**src/rtl/cdma_lite_copy_if.sv**
```systemverilog
// AXI4-Lite write-only channel bundle (AW/W/B) between the CDMA
// programming master and the cdma_lite_copy register slave.
//   awaddr/awvalid/awready : write address (10-bit byte offset)
//   wdata/wvalid/wready    : write data (32-bit)
//   bresp/bvalid/bready    : write response (OKAY 2'b00 / SLVERR 2'b10)
interface cdma_lite_copy_if;
  logic [9:0]  awaddr;
  logic        awvalid;
  logic        awready;
  logic [31:0] wdata;
  logic        wvalid;
  logic        wready;
  logic [1:0]  bresp;
  logic        bvalid;
  logic        bready;

  modport master (
    output awaddr, awvalid, wdata, wvalid, bready,
    input  awready, wready, bresp, bvalid
  );

  modport slave (
    input  awaddr, awvalid, wdata, wvalid, bready,
    output awready, wready, bresp, bvalid
  );
endinterface

```
**src/rtl/cdma_lite_copy.sv**
```systemverilog
// AXI4-Lite write-slave register file (SA/DA/BTT) plus word-copy engine.
// A write to BTT launches a memory-to-memory copy of BTT[BTT_W-1:2] words
// through a single-port memory with 1-cycle read latency.
//   clk, rst_n          : clock, synchronous active-low reset
//   bus (slave)         : AW/W/B write channels
//   mem_en/mem_we       : memory strobe / write select
//   mem_addr/mem_wdata  : word-aligned byte address / write data
//   mem_rdata           : read data, valid the cycle after a read strobe
//   busy                : copy in progress (stalls register writes)
//   copy_done           : one-cycle completion pulse
module cdma_lite_copy #(
  parameter int unsigned BTT_W = 23
) (
  input  logic              clk,
  input  logic              rst_n,
  cdma_lite_copy_if.slave   bus,
  output logic              mem_en,
  output logic              mem_we,
  output logic [31:0]       mem_addr,
  output logic [31:0]       mem_wdata,
  input  logic [31:0]       mem_rdata,
  output logic              busy,
  output logic              copy_done
);

  typedef enum logic [1:0] {IDLE, READ, WRITE, DONE} state_t;

  localparam logic [BTT_W-3:0] CNT_ONE = 1;

  state_t            state, state_nx;
  logic [31:2]       sa, da;
  logic [31:0]       src, dst;
  logic [BTT_W-3:0]  cnt;
  logic [BTT_W-3:0]  n_words;
  logic              accept, sel_sa, sel_da, sel_btt, start;
  logic              bvalid_q;
  logic [1:0]        bresp_q;

  assign accept  = bus.awvalid & bus.wvalid & ~busy & (~bus.bvalid | bus.bready);
  assign sel_sa  = (bus.awaddr == 10'h018);
  assign sel_da  = (bus.awaddr == 10'h020);
  assign sel_btt = (bus.awaddr == 10'h028);
  assign n_words = bus.wdata[BTT_W-1:2];
  assign start   = accept & sel_btt;

  assign bus.awready = accept;
  assign bus.wready  = accept;
  assign bus.bvalid  = bvalid_q;
  assign bus.bresp   = bresp_q;

  // SA/DA keep only the word-address bits. The BTT value itself is never
  // needed after launch: its word count is loaded straight into cnt.
  always_ff @(posedge clk) begin
    if (!rst_n) begin
      sa       <= '0;
      da       <= '0;
      bvalid_q <= 1'b0;
      bresp_q  <= 2'b00;
    end else begin
      if (accept) begin
        if (sel_sa) sa <= bus.wdata[31:2];
        if (sel_da) da <= bus.wdata[31:2];
        bvalid_q <= 1'b1;
        bresp_q  <= (sel_sa | sel_da | sel_btt) ? 2'b00 : 2'b10;
      end else if (bus.bready) begin
        bvalid_q <= 1'b0;
      end
    end
  end

  always_ff @(posedge clk) begin
    if (!rst_n) state <= IDLE;
    else        state <= state_nx;
  end

  always_comb begin
    state_nx = state;
    unique case (state)
      IDLE:  if (start) state_nx = (n_words != '0) ? READ : DONE;
      READ:  state_nx = WRITE;
      WRITE: state_nx = (cnt == CNT_ONE) ? DONE : READ;
      DONE:  state_nx = IDLE;
      default: state_nx = IDLE;
    endcase
  end

  always_ff @(posedge clk) begin
    if (!rst_n) begin
      src <= '0;
      dst <= '0;
      cnt <= '0;
    end else if (start) begin
      src <= {sa, 2'b00};
      dst <= {da, 2'b00};
      cnt <= n_words;
    end else if (state == WRITE) begin
      src <= src + 32'd4;
      dst <= dst + 32'd4;
      cnt <= cnt - 1'b1;
    end
  end

  always_comb begin
    busy      = (state != IDLE);
    mem_en    = 1'b0;
    mem_we    = 1'b0;
    mem_addr  = '0;
    mem_wdata = '0;
    copy_done = 1'b0;
    unique case (state)
      READ: begin
        mem_en   = 1'b1;
        mem_addr = src;
      end
      WRITE: begin
        mem_en    = 1'b1;
        mem_we    = 1'b1;
        mem_addr  = dst;
        mem_wdata = mem_rdata;
      end
      DONE:    copy_done = 1'b1;
      default: ;
    endcase
  end

endmodule

```
**src/flat_wrapper.sv**
```systemverilog
// flat-port wrapper written by rule: the top's interface ports become plain ports
module cdma_lite_copy_flat 
#(
  parameter int unsigned BTT_W = 23
)
  (clk, rst_n, mem_en, mem_we, mem_addr, mem_wdata, mem_rdata, busy, copy_done, bus_awaddr, bus_awvalid, bus_wdata, bus_wvalid, bus_bready, bus_awready, bus_wready, bus_bresp, bus_bvalid);
  cdma_lite_copy_if bus_i ();
  input  logic clk;
  input  logic rst_n;
  output logic mem_en;
  output logic mem_we;
  output logic [31:0] mem_addr;
  output logic [31:0] mem_wdata;
  input  logic [31:0] mem_rdata;
  output logic busy;
  output logic copy_done;
  input wire logic [$bits(bus_i.awaddr)-1:0] bus_awaddr;
  input wire logic [$bits(bus_i.awvalid)-1:0] bus_awvalid;
  input wire logic [$bits(bus_i.wdata)-1:0] bus_wdata;
  input wire logic [$bits(bus_i.wvalid)-1:0] bus_wvalid;
  input wire logic [$bits(bus_i.bready)-1:0] bus_bready;
  output wire logic [$bits(bus_i.awready)-1:0] bus_awready;
  output wire logic [$bits(bus_i.wready)-1:0] bus_wready;
  output wire logic [$bits(bus_i.bresp)-1:0] bus_bresp;
  output wire logic [$bits(bus_i.bvalid)-1:0] bus_bvalid;
  assign bus_i.awaddr = bus_awaddr;
  assign bus_i.awvalid = bus_awvalid;
  assign bus_i.wdata = bus_wdata;
  assign bus_i.wvalid = bus_wvalid;
  assign bus_i.bready = bus_bready;
  assign bus_awready = bus_i.awready;
  assign bus_wready = bus_i.wready;
  assign bus_bresp = bus_i.bresp;
  assign bus_bvalid = bus_i.bvalid;
  cdma_lite_copy #(.BTT_W(BTT_W)) u_core (.clk(clk), .rst_n(rst_n), .bus(bus_i), .mem_en(mem_en), .mem_we(mem_we), .mem_addr(mem_addr), .mem_wdata(mem_wdata), .mem_rdata(mem_rdata), .busy(busy), .copy_done(copy_done));
endmodule
```
**config.mk**
```make
export PLATFORM = sky130hd
export DESIGN_NAME = cdma_lite_copy_flat
export DESIGN_NICKNAME = d
export VERILOG_FILES = /design/src/rtl/cdma_lite_copy_if.sv /design/src/rtl/cdma_lite_copy.sv /design/src/flat_wrapper.sv
export SDC_FILE = /design/constraint.sdc
export NUM_CORES = 1
export LEC_CHECK = 0
export BUFFER_PORTS_ARGS = -buffer_cell sky130_fd_sc_hd__buf_2
export CORE_UTILIZATION = 50
export CTS_CLUSTER_DIAMETER = 40
export DETAILED_ROUTE_END_ITERATION = 8
export GPL_TIMING_DRIVEN = 0
export PLACE_DENSITY = 0.73
export SYNTH_ARGS = -nofsm -noshare
export SYNTH_HDL_FRONTEND = slang
export SYNTH_SLANG_ARGS = --single-unit
```
**constraint.sdc**
```tcl
create_clock -name clk -period 2.5 [get_ports clk]
set_clock_uncertainty 0.05 [all_clocks]
set_input_delay 0.125 -clock clk [delete_from_list [all_inputs] [get_ports clk]]
set_output_delay 0.125 -clock clk [all_outputs]
set_load 0.02 [all_outputs]
```
# Word-level counts from Yosys, hierarchy flattened
# Index checks and enable logic that the tools add are counted.
totals:
  word_cells: 58
  output_inout_bits: 73
  register_bits: 150
op_classes:
  n_addsub: 3
  n_eq_ne: 8
  bitwise_logic: 10
  muxes: 18
  n_reduce_logical: 9
ops:
  columns: ["operator", "count"]
  rows:
  - ["two-way mux 32 bit", 5]
  - ["adder 32 x 3 -> 32 bit (second input constant)", 2]
  - ["one-hot mux 32 bit (2 select lines)", 1]
  - ["two-way mux 21 bit", 2]
  - ["equality test 21 x 1 -> 1 bit (second input constant)", 1]
  - ["nonzero test 21 bit", 1]
  - ["subtractor 21 x 1 -> 21 bit (second input constant)", 1]
  - ["equality test 10 x 6 -> 1 bit (second input constant)", 2]
  - ["equality test 10 x 5 -> 1 bit (second input constant)", 1]
  - ["two-way mux 2 bit", 4]
  - ["one-hot mux 2 bit (4 select lines)", 1]
  - ["nonzero test 2 bit", 3]
  - ["two-way mux 1 bit", 5]
  - ["bitwise AND 1 bit", 4]
  - ["equality test 2 bit (second input constant)", 2]
  - ["AND reduction 2 bit", 2]
  - ["OR reduction 2 bit", 2]
  - ["inverter 1 bit", 3]
  - ["bitwise OR 1 bit", 3]
  - ["equality test 2 x 1 -> 1 bit (second input constant)", 1]
  - ["logical NOT 2 bit", 1]
  - ["inequality test 2 x 1 -> 1 bit (second input constant)", 1]

# Longest topological paths before layout
logic_depth:
  depth_word: 7
  mapped_depth: 9
  ltp_nobuf: 7

# Worst setup path after synthesis
# No wires, ideal clock.
synth_timing:
  kind: "register -> register"
  startpoint: "register u_core.state[0]"
  endpoint: "register u_core.cnt[19]"
  setup_time_ns: 0.086
  t_arrival_ns: 2.366
  path_slack_ns: -0.001
  stages_incl_launch_ff: 9
  path_buffers: 1
  cell_sequence: "dfxtp_1 -> inv_1 -> ha_1 -> buf_2 -> nor4b_1 -> nand4_1 -> nor4_1 -> xnor2_1 -> a211oi_1"
synth_via:
  elab_chain_cells: 6
  word_cells_on_any_way: 8
synth_rtl:
  columns: ["item", "line", "source"]
  rows:
  - ["start, declared", "cdma_lite_copy.sv:30", "state_t state, state_nx;"]
  - ["start signal, assigned", "cdma_lite_copy.sv:73", "else state <= state_nx;"]
  - ["nonzero test 2 bit", "cdma_lite_copy.sv:104", "busy = (state != IDLE);"]
  - ["inverter 1 bit", "cdma_lite_copy.sv:39", "assign accept = bus.awvalid & bus.wvalid & ~busy & (~bus.bvalid | bus.bready);"]
  - ["bitwise AND 1 bit (2 in a row)", "cdma_lite_copy.sv:39", null]
  - ["bitwise AND 1 bit", "cdma_lite_copy.sv:44", "assign start = accept & sel_btt;"]
  - ["two-way mux 21 bit or nonzero test 2 bit (tied branches)", null, null]
  - ["end signal, assigned", "cdma_lite_copy.sv:95", "cnt <= n_words;"]
  - ["end signal, assigned", "cdma_lite_copy.sv:99", "cnt <= cnt - 1'b1;"]
  - ["end, declared", "cdma_lite_copy.sv:33", "logic [BTT_W-3:0] cnt;"]
# Parallel ways exist; a longest one is shown, timed or not.
# A chain may end at the register's enable or synchronous reset.

# Worst setup path in the final report
layout_timing:
  startpoint: "register u_core.state[0]"
  endpoint: "output port mem_addr[2]"
layout_via:
  elab_chain_cells: 2
  word_cells_on_any_way: 3
layout_rtl:
  columns: ["item", "line", "source"]
  rows:
  - ["equality test 2 bit or equality test 2 x 1 -> 1 bit (tied branches)", "cdma_lite_copy.sv:110", "unique case (state)"]
  - ["one-hot mux 32 bit (2 select lines) *", "cdma_lite_copy.sv:110", null]
  - ["end, declared", "flat_wrapper.sv:12", "output logic [31:0] mem_addr;"]
# Every way passes the cells marked *; elsewhere a longest branch is shown, timed or not.

==> out/metrics.csv <==
metric,value,unit
Slew @ Worst Pin,0.939,ns
area share of fa/ha/maj cells after synthesis,0.0154,
mean number of vias per cell,5.66,
htree depth,4,
endpoints failing setup,0,
status,"finished, final reports clean",
largest family of logic cells by synthesized area,simple AND/OR/NAND/NOR gates,
Top Ports,152,
placed cell count,1260,
post-synthesis compound-gate area fraction,0.180,
CTS tree,yes,
CP arrival,2.24,ns
layout cells sized above 1,0.199,
post-synthesis simple-gate area fraction,0.265,
Rows,43,
"CTS clk-pin slew, worst paths",0.06,ns
Final ANT Viol Nets,0,
Max Slew Vio Count,0,
routed length per placed instance,17.0,um
full die area,15100,um2
Synthesis Warnings,0,
Worst-Skew Late Latency,0.43,ns
DRC,0,
first-pass GRT wire length,35000,um
power per cell area,814,nW/um2
Core ar.,14100,um2
final hold violation count,0,
sequential fraction of the synthesis area,0.397,
Worst setup EP type,primary output,
Layout area overhead,28.7,%
Gate Count Post-Synth,933,
Routed WL,22500,um
final cell count without fillers,1326,
fraction of registers with async set or reset after synthesis,0,
Iter 0 DRT Violations,712,
root buf cell,clkbuf_16,
global placer's final weighted congestion,0.944,
DP Wirelength,16300,um
chip width,123,um
setup tns final,0,ns
Max Cap Viol,0,
Clock Sinks,145,
"critical path fanouts, max",10,
Ant. Diodes,0,
Post-synth EDFFs,0,
TritonCTS buffer count,17,
CP max stage delay,0.34,ns
number of global-route vias before repair,6847,
Final Core Density,0.667,
Crit Path Category,flop to primary output,
initial antenna violation count,0,
gr ovfl total,0,
Rel. slew slack,0.368,
LEAKAGE,3.53,nW
DR vias,7508,
overall power,7.66,mW
minimum clock period after layout,2.42,ns
GRT Util Overall,0.308,
Seq cells post-synth,145,
critical path's slowest cell,dfxtp_1,
CP Launch Type,flop,
most common flop cell mapped by yosys,dfxtp_1,
Mapped Avg Cell Area,7.84,um2
CP required,2.33,ns
Max VDD drop,750,uV
Die Y,123,um
DP Area,8280,um2
fill count,1169,
Max Clk Rate,0.414,GHz
largest net degree at the start of global routing,20,
Final Cycle Share,0.967,
design area,9410,um2
initial core utilization,0.519,
critical-path cell list,"inv_2, ha_1, buf_6, buf_6, clkbuf_8, clkbuf_8, a22oi_1, nor2b_1, buf_2",
Hold Crit Class,input port to flop,
Post-Synthesis Cell Area,7310,um2
Synth Area in XOR/XNOR,0.0910,
# nets final,1221,
CTS Buffer Depth,2,
IO buf count,145,
DRT Pass-1 Iters,5,
post-synthesis mux area share,0.00411,
synth unique cells,43,
sequential cells by signal, indices dropped and copies added (netlist names):
signal	cells
u_core.bus.bresp	1
u_core.state	2
u_core.src	30
u_core.sa	30
u_core.bus.bvalid	1
u_core.dst	30
u_core.cnt	21
u_core.da	30
area by class of cell:
class,count,area (um2),share of cell area
Tap cell,180,225,0.0239
Multi-Input combinational cell,709,4150,0.441
Clock inverter,12,204,0.0217
Sequential cell,145,2900,0.309
Buffer,69,364,0.0387
Inverter,11,41.3,0.00439
Timing Repair Buffer,180,1070,0.113
Clock buffer,20,457,0.0485
through the flow:
step / worst slack [ns] / hold WS [ns]
finish: 0.0819 / 0.0579
global route: -0.000288 / 0.0754
CTS: -0.0530 / 0.0421
detailed placement: -0.561 / 0.336
global placement: -0.609 / 0.337
floorplan: 0.170 / 0.211
critical path: cells and delay by family (launching register included):
kind | cells | cell delay, ns
adders and majority gates | 1 | 0.21
DFF | 1 | 0.34
AOI/OAI and AO/OA | 1 | 0.08
and+or+nand+nor | 1 | 0.17
buffers and inverters | 6 | 1.01
cell usage in the layout (no fill, tap or decap), types with 4 or more instances in the layout:
| cell type | instances |
|---|---|
| clkbuf_16 | 17 |
| and3_1 | 5 |
| buf_2 | 151 |
| clkbuf_2 | 14 |
| clkbuf_8 | 4 |
| dfxtp_1 | 145 |
| ha_1 | 8 |
| or3_1 | 8 |
| and2_1 | 33 |
| nand4_1 | 22 |
| inv_1 | 8 |
| buf_6 | 5 |
| nand3_1 | 21 |
| a22oi_1 | 27 |
| nor2_1 | 57 |
| xnor2_1 | 46 |
| or4_1 | 4 |
| a211oi_1 | 35 |
| and4_1 | 8 |
| bufinv_16 | 5 |
| xor2_1 | 30 |
| nor2b_1 | 29 |
| o21ai_1 | 5 |
| nor4_1 | 18 |
| nor3_1 | 16 |
| clkbuf_1 | 36 |
| nand2_1 | 157 |
| o21ai_0 | 39 |
| a21oi_1 | 103 |
| dlygate4sd3_1 | 31 |
| buf_4 | 9 |
where the power goes:
part / internal, mW / total (mW) / switching, mW
combinational: 0.914 / 2.15 / 1.23
sequential: 2.48 / 2.66 / 0.177
clock: 1.83 / 2.86 / 1.03
total: 5.23 / 7.66 / 2.44
worst paths after layout:
kind	start	to	slack, ns	depth (start not counted)
min reg2reg	u_core.da[24]	u_core.da[24]	0.40	2
max reg2reg	u_core.state[0]	u_core.dst[28]	0.09	9
min	bus_awaddr[5]	u_core.bus.bresp[1]	0.06	3
max	u_core.state[0]	mem_addr[2]	0.08	9
logic make-up (layout without fill, tap and decap cells):
kind of cell,after synthesis,after routing
AOI/OAI and AO/OA,223,223
adders and majority gates,9,9
other,1,3
xor gates and xnor gates,76,76
muxes,3,3
DFF,145,145
and+or+nand+nor,395,395
buffers and inverters,81,292
per-layer routing:
layer	track usage	vias to the layer above	part of all wire	wire length (um)
met5	0	-	0	0
met4	0.117	0	0.022	490
met3	0.0595	41	0.085	1920
met2	0.491	382	0.45	10100
met1	0.411	3431	0.44	10000
li1	-	3654	-	-
synthesized netlist by cell type, types with 9 or more instances:
cell | number | area share
ha_1 | 9 | 0.015
clkbuf_1 | 53 | 0.027
nand3_1 | 22 | 0.015
nor4_1 | 20 | 0.017
nand4_1 | 22 | 0.019
inv_1 | 10 | 0.0051
nor2_1 | 57 | 0.029
a21oi_1 | 103 | 0.070
xnor2_1 | 46 | 0.055
nor3_1 | 18 | 0.012
nand2_1 | 157 | 0.081
xor2_1 | 30 | 0.036
nor2b_1 | 29 | 0.025
a22oi_1 | 27 | 0.028
and2_1 | 33 | 0.028
a211oi_1 | 38 | 0.039
dfxtp_1 | 145 | 0.40
o21ai_0 | 44 | 0.030
timing repair:
item / 4_1_cts / 5_1_grt
hold buffers: 31 / 0
gates cloned: 0 / 0
gates resized for setup: 36 / 18
pin swaps: 0 / 1
setup buffers: 0 / 4
setup endpoints to repair: 188 / 184
hold endpoints to repair: 82 / 0
No activity file was read; power rests on OpenSTA's default activity.
